`src/rtl/shot_entry_ctrl.sv`:
```
`timescale 1ns/1ps
// Purpose : battleship turn controller. It keeps the aiming cursor and per-player shot maps,
//           issues one shot request per turn, then sequences the result display and the player swap.
// Latency : every output is registered. A pulse sampled at edge N shows its effect after edge N.
//           fire_p -> shot_valid takes 1 cycle. SHOW lasts exactly HOLD_CYCLES cycles.
// Backpr. : shot_valid holds with stable shot_x/shot_y/shot_player until shot_ready is sampled.
//           Pulses that arrive outside their consuming state are dropped, not queued.
// Ports   : clk, rst (async, active-high); start_p/movx_p/movy_p/fire_p are debounced pulses;
//           shot_valid/shot_ready/shot_x/shot_y/shot_player form the request to the board logic;
//           res_valid/res_hit/res_over carry the result strobe; cur_x/cur_y/player/hit_led/dup_err/
//           score0/score1/state_o drive the display.
module shot_entry_ctrl #(
    parameter int GRID        = 4,
    parameter int CW          = 2,
    parameter int HOLD_CYCLES = 50_000_000
) (
    input  logic          clk,
    input  logic          rst,
    input  logic          start_p,
    input  logic          movx_p,
    input  logic          movy_p,
    input  logic          fire_p,
    output logic          shot_valid,
    input  logic          shot_ready,
    output logic [CW-1:0] shot_x,
    output logic [CW-1:0] shot_y,
    output logic          shot_player,
    input  logic          res_valid,
    input  logic          res_hit,
    input  logic          res_over,
    output logic [CW-1:0] cur_x,
    output logic [CW-1:0] cur_y,
    output logic          player,
    output logic          hit_led,
    output logic          dup_err,
    output logic [2:0]    score0,
    output logic [2:0]    score1,
    output logic [2:0]    state_o
);

    localparam int CELLS = GRID * GRID;
    localparam int IW    = $clog2(CELLS);
    localparam int HW    = $clog2(HOLD_CYCLES + 1);

    typedef enum logic [2:0] {
        S_IDLE = 3'd0,
        S_AIM  = 3'd1,
        S_REQ  = 3'd2,
        S_WAIT = 3'd3,
        S_SHOW = 3'd4,
        S_DONE = 3'd5
    } state_t;

    state_t            state;
    state_t            state_nx;
    logic [CELLS-1:0]  map0;
    logic [CELLS-1:0]  map1;
    logic [HW-1:0]     hold_cnt;
    logic [IW-1:0]     cell_idx;
    logic              cell_shot;
    logic [CW-1:0]     next_x;
    logic [CW-1:0]     next_y;

    // Row-major cell index of the cursor, used to look up the mover's own shot map.
    assign cell_idx  = IW'(int'(cur_y) * GRID + int'(cur_x));
    assign cell_shot = player ? map1[cell_idx] : map0[cell_idx];
    assign next_x    = (cur_x == CW'(GRID - 1)) ? '0 : cur_x + CW'(1);
    assign next_y    = (cur_y == CW'(GRID - 1)) ? '0 : cur_y + CW'(1);
    assign state_o   = state;

    always_ff @(posedge clk or posedge rst) begin
        if (rst) begin
            state <= S_IDLE;
        end else begin
            state <= state_nx;
        end
    end

    always_comb begin
        state_nx = state;
        case (state)
            S_IDLE: if (start_p)               state_nx = S_AIM;
            S_AIM:  if (fire_p && !cell_shot)  state_nx = S_REQ;
            // shot_valid is always high in REQ, so ready alone completes the handshake.
            S_REQ:  if (shot_ready)            state_nx = S_WAIT;
            S_WAIT: if (res_valid)             state_nx = res_over ? S_DONE : S_SHOW;
            S_SHOW: if (hold_cnt == '0)        state_nx = S_AIM;
            S_DONE: if (start_p)               state_nx = S_AIM;
            default:                           state_nx = S_IDLE;
        endcase
    end

    always_ff @(posedge clk or posedge rst) begin
        if (rst) begin
            cur_x       <= '0;
            cur_y       <= '0;
            player      <= 1'b0;
            score0      <= 3'd0;
            score1      <= 3'd0;
            hit_led     <= 1'b0;
            dup_err     <= 1'b0;
            shot_valid  <= 1'b0;
            shot_x      <= '0;
            shot_y      <= '0;
            shot_player <= 1'b0;
            map0        <= '0;
            map1        <= '0;
            hold_cnt    <= '0;
        end else begin
            dup_err <= 1'b0;
            case (state)
                S_AIM: begin
                    // Fire wins over movement; a same-cycle move is dropped.
                    if (fire_p) begin
                        if (cell_shot) begin
                            dup_err <= 1'b1;
                        end else begin
                            if (player) map1[cell_idx] <= 1'b1;
                            else        map0[cell_idx] <= 1'b1;
                            shot_x      <= cur_x;
                            shot_y      <= cur_y;
                            shot_player <= player;
                            shot_valid  <= 1'b1;
                        end
                    end else begin
                        if (movx_p) cur_x <= next_x;
                        if (movy_p) cur_y <= next_y;
                    end
                end
                S_REQ: begin
                    if (shot_ready) shot_valid <= 1'b0;
                end
                S_WAIT: begin
                    if (res_valid) begin
                        // The LED stays lit through DONE, even on a malformed miss-with-over.
                        hit_led <= res_hit | res_over;
                        if (res_hit) begin
                            if (player) begin
                                if (score1 != 3'd7) score1 <= score1 + 3'd1;
                            end else begin
                                if (score0 != 3'd7) score0 <= score0 + 3'd1;
                            end
                        end
                        // Loaded with HOLD_CYCLES-1 so AIM is entered exactly HOLD_CYCLES edges later.
                        hold_cnt <= HW'(HOLD_CYCLES - 1);
                    end
                end
                S_SHOW: begin
                    if (hold_cnt == '0) begin
                        player  <= ~player;
                        cur_x   <= '0;
                        cur_y   <= '0;
                        hit_led <= 1'b0;
                    end else begin
                        hold_cnt <= hold_cnt - HW'(1);
                    end
                end
                S_DONE: begin
                    if (start_p) begin
                        map0    <= '0;
                        map1    <= '0;
                        score0  <= 3'd0;
                        score1  <= 3'd0;
                        cur_x   <= '0;
                        cur_y   <= '0;
                        player  <= 1'b0;
                        hit_led <= 1'b0;
                    end
                end
                default: ;
            endcase
        end
    end

endmodule

```
`config.mk`:
```
export PLATFORM = sky130hd
export DESIGN_NAME = shot_entry_ctrl
export DESIGN_NICKNAME = d
export VERILOG_FILES = /design/src/rtl/shot_entry_ctrl.sv
export SDC_FILE = /design/constraint.sdc
export NUM_CORES = 1
export LEC_CHECK = 0
export CORE_MARGIN = 8
export CORE_UTILIZATION = 40
export DETAILED_ROUTE_END_ITERATION = 6
export PLACE_DENSITY = 0.68
export SETUP_SLACK_MARGIN = 0.2
export SYNTH_ARGS = -nofsm -noshare
export SYNTH_HDL_FRONTEND = slang
export SYNTH_SLANG_ARGS = --single-unit
```
`constraint.sdc`:
```
create_clock -name clk -period 3.5 [get_ports clk]
set_clock_uncertainty 0.2 [all_clocks]
set_input_delay 1.05 -clock clk [delete_from_list [all_inputs] [get_ports clk]]
set_output_delay 1.05 -clock clk [all_outputs]
set_load 0.01 [all_outputs]
```
==> flow_metrics.env, run 1 <==
export IMPL_buffers_plus_inverters_on_the_worst_setup_path=1
export IMPL_wl_per_cell_um=17.1
export IMPL_final_max_slew_violation_count=0
export IMPL_number_of_synthesized_flops_with_an_enable_pin=0
export IMPL_cts_root_buf="clkbuf_8"
export IMPL_cp_cell_sequence="clkdlybuf4s50_1"
export IMPL_worstSetupPathType="register to primary output"
export IMPL_hold_viol=0
export IMPL_core_rowCount=37
export IMPL_dp_hpwl_um=6970
export IMPL_total_leakage_power_nw=2.00
export IMPL_actual_transition_at_the_worst_max_transition_pin_ps=542
export IMPL_avg_inst_size_synth_um2=10.3
export IMPL_num_nets_final=457
export IMPL_io_buffer_count=31
export IMPL_critical_path_slowest_cell="dfrtp_1"
export IMPL_worst_skew_pair_late_latency_ps=340
export IMPL_post_route_worst_setup_slack_ps=615
export IMPL_hold_class="register to register"
export IMPL_fmaxAchievable_ghz=0.347
export IMPL_final_min_clock_period_ps=2880
export IMPL_globalRouteTotalUtil_pct=14.7
export IMPL_worstPathMaxFanout=14
export IMPL_htree_levels=3
export IMPL_relSlewSlack_pct=63.8
export IMPL_areaGrowthSynthToFinish_pct=16.0
export IMPL_pwr_density_cell_nw_per_um2=801
export IMPL_die_area_um2=14000
export IMPL_synth_ff_latch_count=80
export IMPL_crit_path_max_incr_delay_ps=660
export IMPL_crit_path_dat_ps=1630
export IMPL_setup_worst_path_end_class="primary output"
export IMPL_drv_cap=0
export IMPL_synth_seq_area_share_pct=47.7
export IMPL_critical_path_startpoint_type="register"
export IMPL_grt_overflow=0
export IMPL_die_h_um=118
export IMPL_grt_pass1_wl_um=17000
export IMPL_synthesis_area_um2=4200
export IMPL_setup_viol=0
export IMPL_clock_sinks=80
export IMPL_critical_path_top_delay_family="flip-flops"
export IMPL_largest_net_degree_at_the_start_of_global_routing=39
export IMPL_detail_route_antenna_nets=0
export IMPL_layout_drive_gt1_share_pct=9.79
export IMPL_drcViolationCount=0
export IMPL_asyncSetResetFlopFracSynth_pct=100
export IMPL_n_antenna_cell=0
export IMPL_outcome="finished clean"
export IMPL_layout_commonest_cell="dfrtp_1"
export IMPL_rsz_0062_raised_after_global_routing="false"
export IMPL_vias=3246
export IMPL_globalplace_congestion=0.863
export IMPL_post_cts_resize_count=0
export IMPL_core_um2=10300
export IMPL_synth_net_count=431
export IMPL_netlist_cell_type_count=56
export IMPL_clkTransAtPathRegs_ps=80
export IMPL_starting_utilization_of_the_core_area_pct=40.8
export IMPL_clock_buffers_created_by_tritoncts=9
export IMPL_setup_total_negative_slack_ps=0
export IMPL_worst_endpoint_required_ps=2250
export IMPL_io_count=32
export IMPL_detailedPlace_worstSlack_ps=470
export IMPL_hold_buffer_count_at_cts=0
export IMPL_final_period_utilization_pct=82.4
export IMPL_grt_pass1_vias=3307
export IMPL_drt_pre_antenna_iters=5
export IMPL_yosys_warnings=0
export IMPL_synthesis_instances=408
export IMPL_chipWidth_um=118
export IMPL_initial_antenna_violation_count=0
export IMPL_drt_first_iter_violations=194
export IMPL_vdd_drop_max_mv=0.289
export IMPL_ys_dominant_reg_cell="dfrtp_1"
export IMPL_cts_path_max_buffers=2
export IMPL_vias_per_inst=5.65
export IMPL_tritoncts="yes"
export IMPL_postCtsSetupBuffers=0
export IMPL_most_common_layout_cells="80 x dfrtp_1, 38 x nand2_1, 31 x clkdlybuf4s50_1"
export IMPL_wire_length_reported_by_the_detailed_router_um=9820
==> metrics by stage <==
step / cell area (um^2) / util (%) / power, mW / cells / hold WS (ps)
floorplan: 4200 / - / 2.59 / 408 / 249
global placement: 4650 / 45.3 / 3.17 / 559 / 262
detailed placement: 4650 / 45.3 / 3.21 / 559 / 270
CTS: 4870 / 47.4 / 3.94 / 575 / 289
global route: 4870 / 47.4 / 4.20 / 575 / 311
finish: 4870 / 47.4 / 3.90 / 575 / 286
==> sequential cells by signal (all words and copies together), names as in the netlist, 3 cells and up <==
signal and cells:
hold_cnt 26, score0 3, map1 16, state_o 3
score1 3, map0 16
==> cell families after synthesis <==
logic type / count (synthesis) / synth area share (%)
buf+inv: 39 / 4.02
fa+ha+maj: 13 / 3.87
flops: 80 / 47.7
simple gates: 138 / 18.2
mux: 22 / 5.34
compound gates: 100 / 17.5
xor+xnor: 16 / 3.34
==> cell type report <==
cell class                      count  area [um^2]
Fill cell                         960         5410
Multi-Input combinational cell    289         2030
Sequential cell                    80         2000
Timing Repair Buffer               42          405
Tap cell                          136          170
Clock buffer                       12          165
Clock inverter                      4         51.3
Inverter                           12         48.8
==> final timing paths <==
check                                  from          end  slack (ps)  cells after the start
worst max-delay path             state_o[0]   state_o[0]         620                      1
worst min-delay path            shot_player  shot_player         290                      1
worst max register to register  hold_cnt[0]     cur_y[0]         920                      8
worst min register to register  shot_player  shot_player         290                      1
max in group asynchronous               rst  hold_cnt[8]        1580                      3
min in group asynchronous               rst  shot_player         900                      2
==> cells in the mapped netlist (9+ instances only) <==
cell / number / area, um^2
a21oi_1: 12 / 60.1
a32o_1: 28 / 280
clkbuf_1: 10 / 37.5
dfrtp_1: 80 / 2000
ha_1: 13 / 163
inv_1: 12 / 45.0
mux2i_1: 19 / 190
nand2_1: 38 / 143
nand3_1: 13 / 65.1
nor2_1: 29 / 109
nor3_1: 9 / 45.0
o21ai_0: 30 / 150
==> report_power, final <==
| group | internal (mW) | switching [mW] |
|---|---|---|
| Clock | 0.388 | 0.335 |
| Sequential | 1.21 | 0.298 |
| Combinational | 0.740 | 0.932 |
| Total | 2.34 | 1.57 |
==> layer usage <==
| metal | track usage, % | vias to the layer above | wire (um) |
|---|---|---|---|
| met5 | 0 | - | 0 |
| met4 | 5.14 | 0 | 93 |
| met3 | 3.43 | 9 | 475 |
| met2 | 25.0 | 68 | 4920 |
| met1 | 17.9 | 1615 | 4330 |
| li1 | - | 1554 | - |
No activity file was read; power rests on OpenSTA's default activity.
==> run 2, diff against run 1 <==
- PLACE_DENSITY: 0.68 -> 0.7
- clock period: 3.5 -> 2.6 ns (I/O delays scaled with it)
==> run 2 against run 1 <==
Utilization up 3.4 points. Sequential power up 30%. Flip-flop and latch count unchanged. Highest routed layer unchanged. Non-clock buffer count up 35. Global-route usage up 0.087 points. Clock power up 42%. Clock-buffer cell count unchanged. Hold slack better by 5.9 ps. First-iteration DRC count up 22%. Final cell count up 6.1%. Largest power group unchanged. Total power up 45%. Via count up 5.5%.
==> flow_metrics.env, run 2 (synthesized netlist as in run 1, its figures left out) <==
export IMPL_share_seq_of_total_power_pct=34.7
export IMPL_layout_commonest_cell="dfrtp_1"
export IMPL_crit_path_end="hold_cnt[25]"
export IMPL_final_max_slew_violation_count=0
export IMPL_initial_antenna_violation_count=0
export IMPL_cts_root_buf="clkbuf_8"
export IMPL_largest_net_degree_at_the_start_of_global_routing=37
export IMPL_chipWidth_um=118
export IMPL_globalplace_congestion=0.859
export IMPL_reg2reg_from="hold_cnt[18]"
export IMPL_drv_cap=0
export IMPL_power_share_clock_pct=18.2
export IMPL_crit_start="hold_cnt[18]"
export IMPL_outcome="finished clean"
export IMPL_actual_transition_at_the_worst_max_transition_pin_ps=534
export IMPL_vdd_drop_max_mv=0.442
export IMPL_post_layout_nonfiller_instances=610
export IMPL_clock_buffers_created_by_tritoncts=9
export IMPL_die_h_um=118
export IMPL_critical_path_slowest_cell="or4_4"
export IMPL_clock_sinks=80
export IMPL_htree_levels=3
export IMPL_core_rowCount=37
export IMPL_hold_buffer_count_at_cts=0
export IMPL_die_area_um2=14000
export IMPL_wire_length_reported_by_the_detailed_router_um=10300
export IMPL_top_regs="hold_cnt: 26 flops, map0: 16 flops, map1: 16 flops"
export IMPL_cts_path_max_buffers=2
export IMPL_final_min_clock_period_ps=2380
export IMPL_detailedPlace_worstSlack_ps=-73.1
export IMPL_fillers=930
export IMPL_io_buffer_count=31
export IMPL_crit_path_max_incr_delay_ps=550
export IMPL_reg2reg_slack_ps=220
export IMPL_dp_hpwl_um=7400
export IMPL_buffers_plus_inverters_on_the_worst_setup_path=0
export IMPL_starting_utilization_of_the_core_area_pct=40.8
export IMPL_wl_per_cell_um=16.8
export IMPL_largest_register_ff_count=26
export IMPL_most_common_layout_cells="75 x dfrtp_1, 40 x buf_4, 38 x nand2_1"
export IMPL_final_period_utilization_pct=91.4
export IMPL_total_leakage_power_nw=2.19
export IMPL_power_switching_mw=2.22
export IMPL_cell_internal_pwr_mw=3.45
export IMPL_detail_route_antenna_nets=0
export IMPL_drt_first_iter_violations=237
export IMPL_rsz_0062_raised_after_global_routing="true"
export IMPL_areaGrowthSynthToFinish_pct=24.4
export IMPL_tritoncts="yes"
export IMPL_clkTransAtPathRegs_ps=80
export IMPL_n_antenna_cell=0
export IMPL_setup_viol=0
export IMPL_regMostFlops="hold_cnt"
export IMPL_io_count=32
export IMPL_grt_overflow=0
export IMPL_worst_endpoint_required_ps=2690
export IMPL_drcViolationCount=0
export IMPL_r2r_end="hold_cnt[25]"
export IMPL_grt_pass1_wl_um=17100
export IMPL_drt_pre_antenna_iters=4
export IMPL_placedCellCount=584
export IMPL_grt_pass1_vias=3383
export IMPL_pwr_share_comb_pct=47.1
export IMPL_layout_drive_gt1_share_pct=18.6
export IMPL_critical_path_startpoint_type="register"
export IMPL_core_um2=10300
export IMPL_globalRouteTotalUtil_pct=14.8
export IMPL_netSwitchingFraction_pct=39.2
export IMPL_setup_worst_path_end_class="register"
export IMPL_worstSetupPathType="register to register"
export IMPL_hold_class="register to register"
export IMPL_worst_skew_pair_late_latency_ps=350
export IMPL_vias=3425
export IMPL_cp_cell_sequence="or4_4 > or3_4 > nor3_4 > nand3_2 > or4_1 > nand3_1"
export IMPL_num_nets_final=492
export IMPL_hold_viol=0
export IMPL_vias_per_inst=5.61
export IMPL_worstPathMaxFanout=3
export IMPL_crit_path_dat_ps=2460
export IMPL_r2r_depth=6
export IMPL_fmaxAchievable_ghz=0.421
export IMPL_critical_path_top_delay_family="simple AND/OR/NAND/NOR gates"
export IMPL_pwr_density_cell_nw_per_um2=1090
export IMPL_post_route_worst_setup_slack_ps=224
export IMPL_relSlewSlack_pct=64.0
export IMPL_number_of_logic_stages_on_the_critical_path_including_buffering=6
## run 2: cell count changes in the layout (fill, tap and decap cells not counted), sizes merged
cell           delta
clkinv            -2
buf              +35
clkdlybuf4s50     -2
dlygate4sd2       +2
inv               +1
bufinv            +1
## run 2: metrics by stage
stage / TNS [ps] / instance area [um^2] / total power, mW / hold slack, ps / utilization (%)
final: 0 / 5220 / 5.67 / 292 / 50.8
after global routing: 0 / 5220 / 6.05 / 312 / 50.8
after CTS: 0 / 5120 / 5.60 / 297 / 49.8
after detailed placement: -325 / 4890 / 4.56 / 279 / 47.6
after global placement: -17.0 / 4890 / 4.50 / 264 / 47.6
after floorplan: 0 / 4200 / 3.48 / 249 / -
## run 2: layer usage
| layer | routed length, um | GRT usage [%] | up-vias |
|---|---|---|---|
| met3 | 505 | 2.95 | 15 |
| met2 | 5120 | 25.3 | 82 |
| met5 | 0 | 0 | - |
| met1 | 4500 | 18.5 | 1708 |
| met4 | 143 | 4.19 | 0 |
| li1 | - | - | 1620 |
## run 2: how the worst min path moves through the flow
stage | from | endpoint | cells past startpoint
CTS | map1[1] | map1[1] | 2
global placement | map1[1] | map1[1] | 2
finish | map1[9] | map1[9] | 1
detailed placement | map0[4] | map0[4] | 2
global route | map1[0] | map1[0] | 1
floorplan | map0[0] | map0[0] | 2
## run 2: power by group through the flow
stage                     clock, mW  combinational (mW)  sequential [mW]
after floorplan                   0                1.52             1.97
after global placement            0                2.51             1.98
after detailed placement          0                2.56             2.00
after CTS                      1.06                2.56             1.98
after global routing           1.10                2.93             2.02
final                          1.03                2.67             1.97
## run 2: worst register-to-register path, delay by kind of cell (launching register included)
| family | cells | cell delay [ps] |
|---|---|---|
| DFF | 1 | 420 |
| and+or+nand+nor | 6 | 1690 |
## run 2: area by class of cell
cell class	count	area, um^2	area share, %
repair buffers	77	713	13.7
flip-flops and latches	80	2010	38.5
clock inverters	4	76.3	1.46
inverters	12	48.8	0.935
clock buffers	12	145	2.78
well taps	136	170	3.26
multi-input cells	289	2060	39.4
## run 2: what timing repair did
item | CTS | global route
setup buffers | 0 | 10
gates resized for setup | 7 | 8
setup endpoints to repair | 11 | 20
pin swaps | 1 | 1
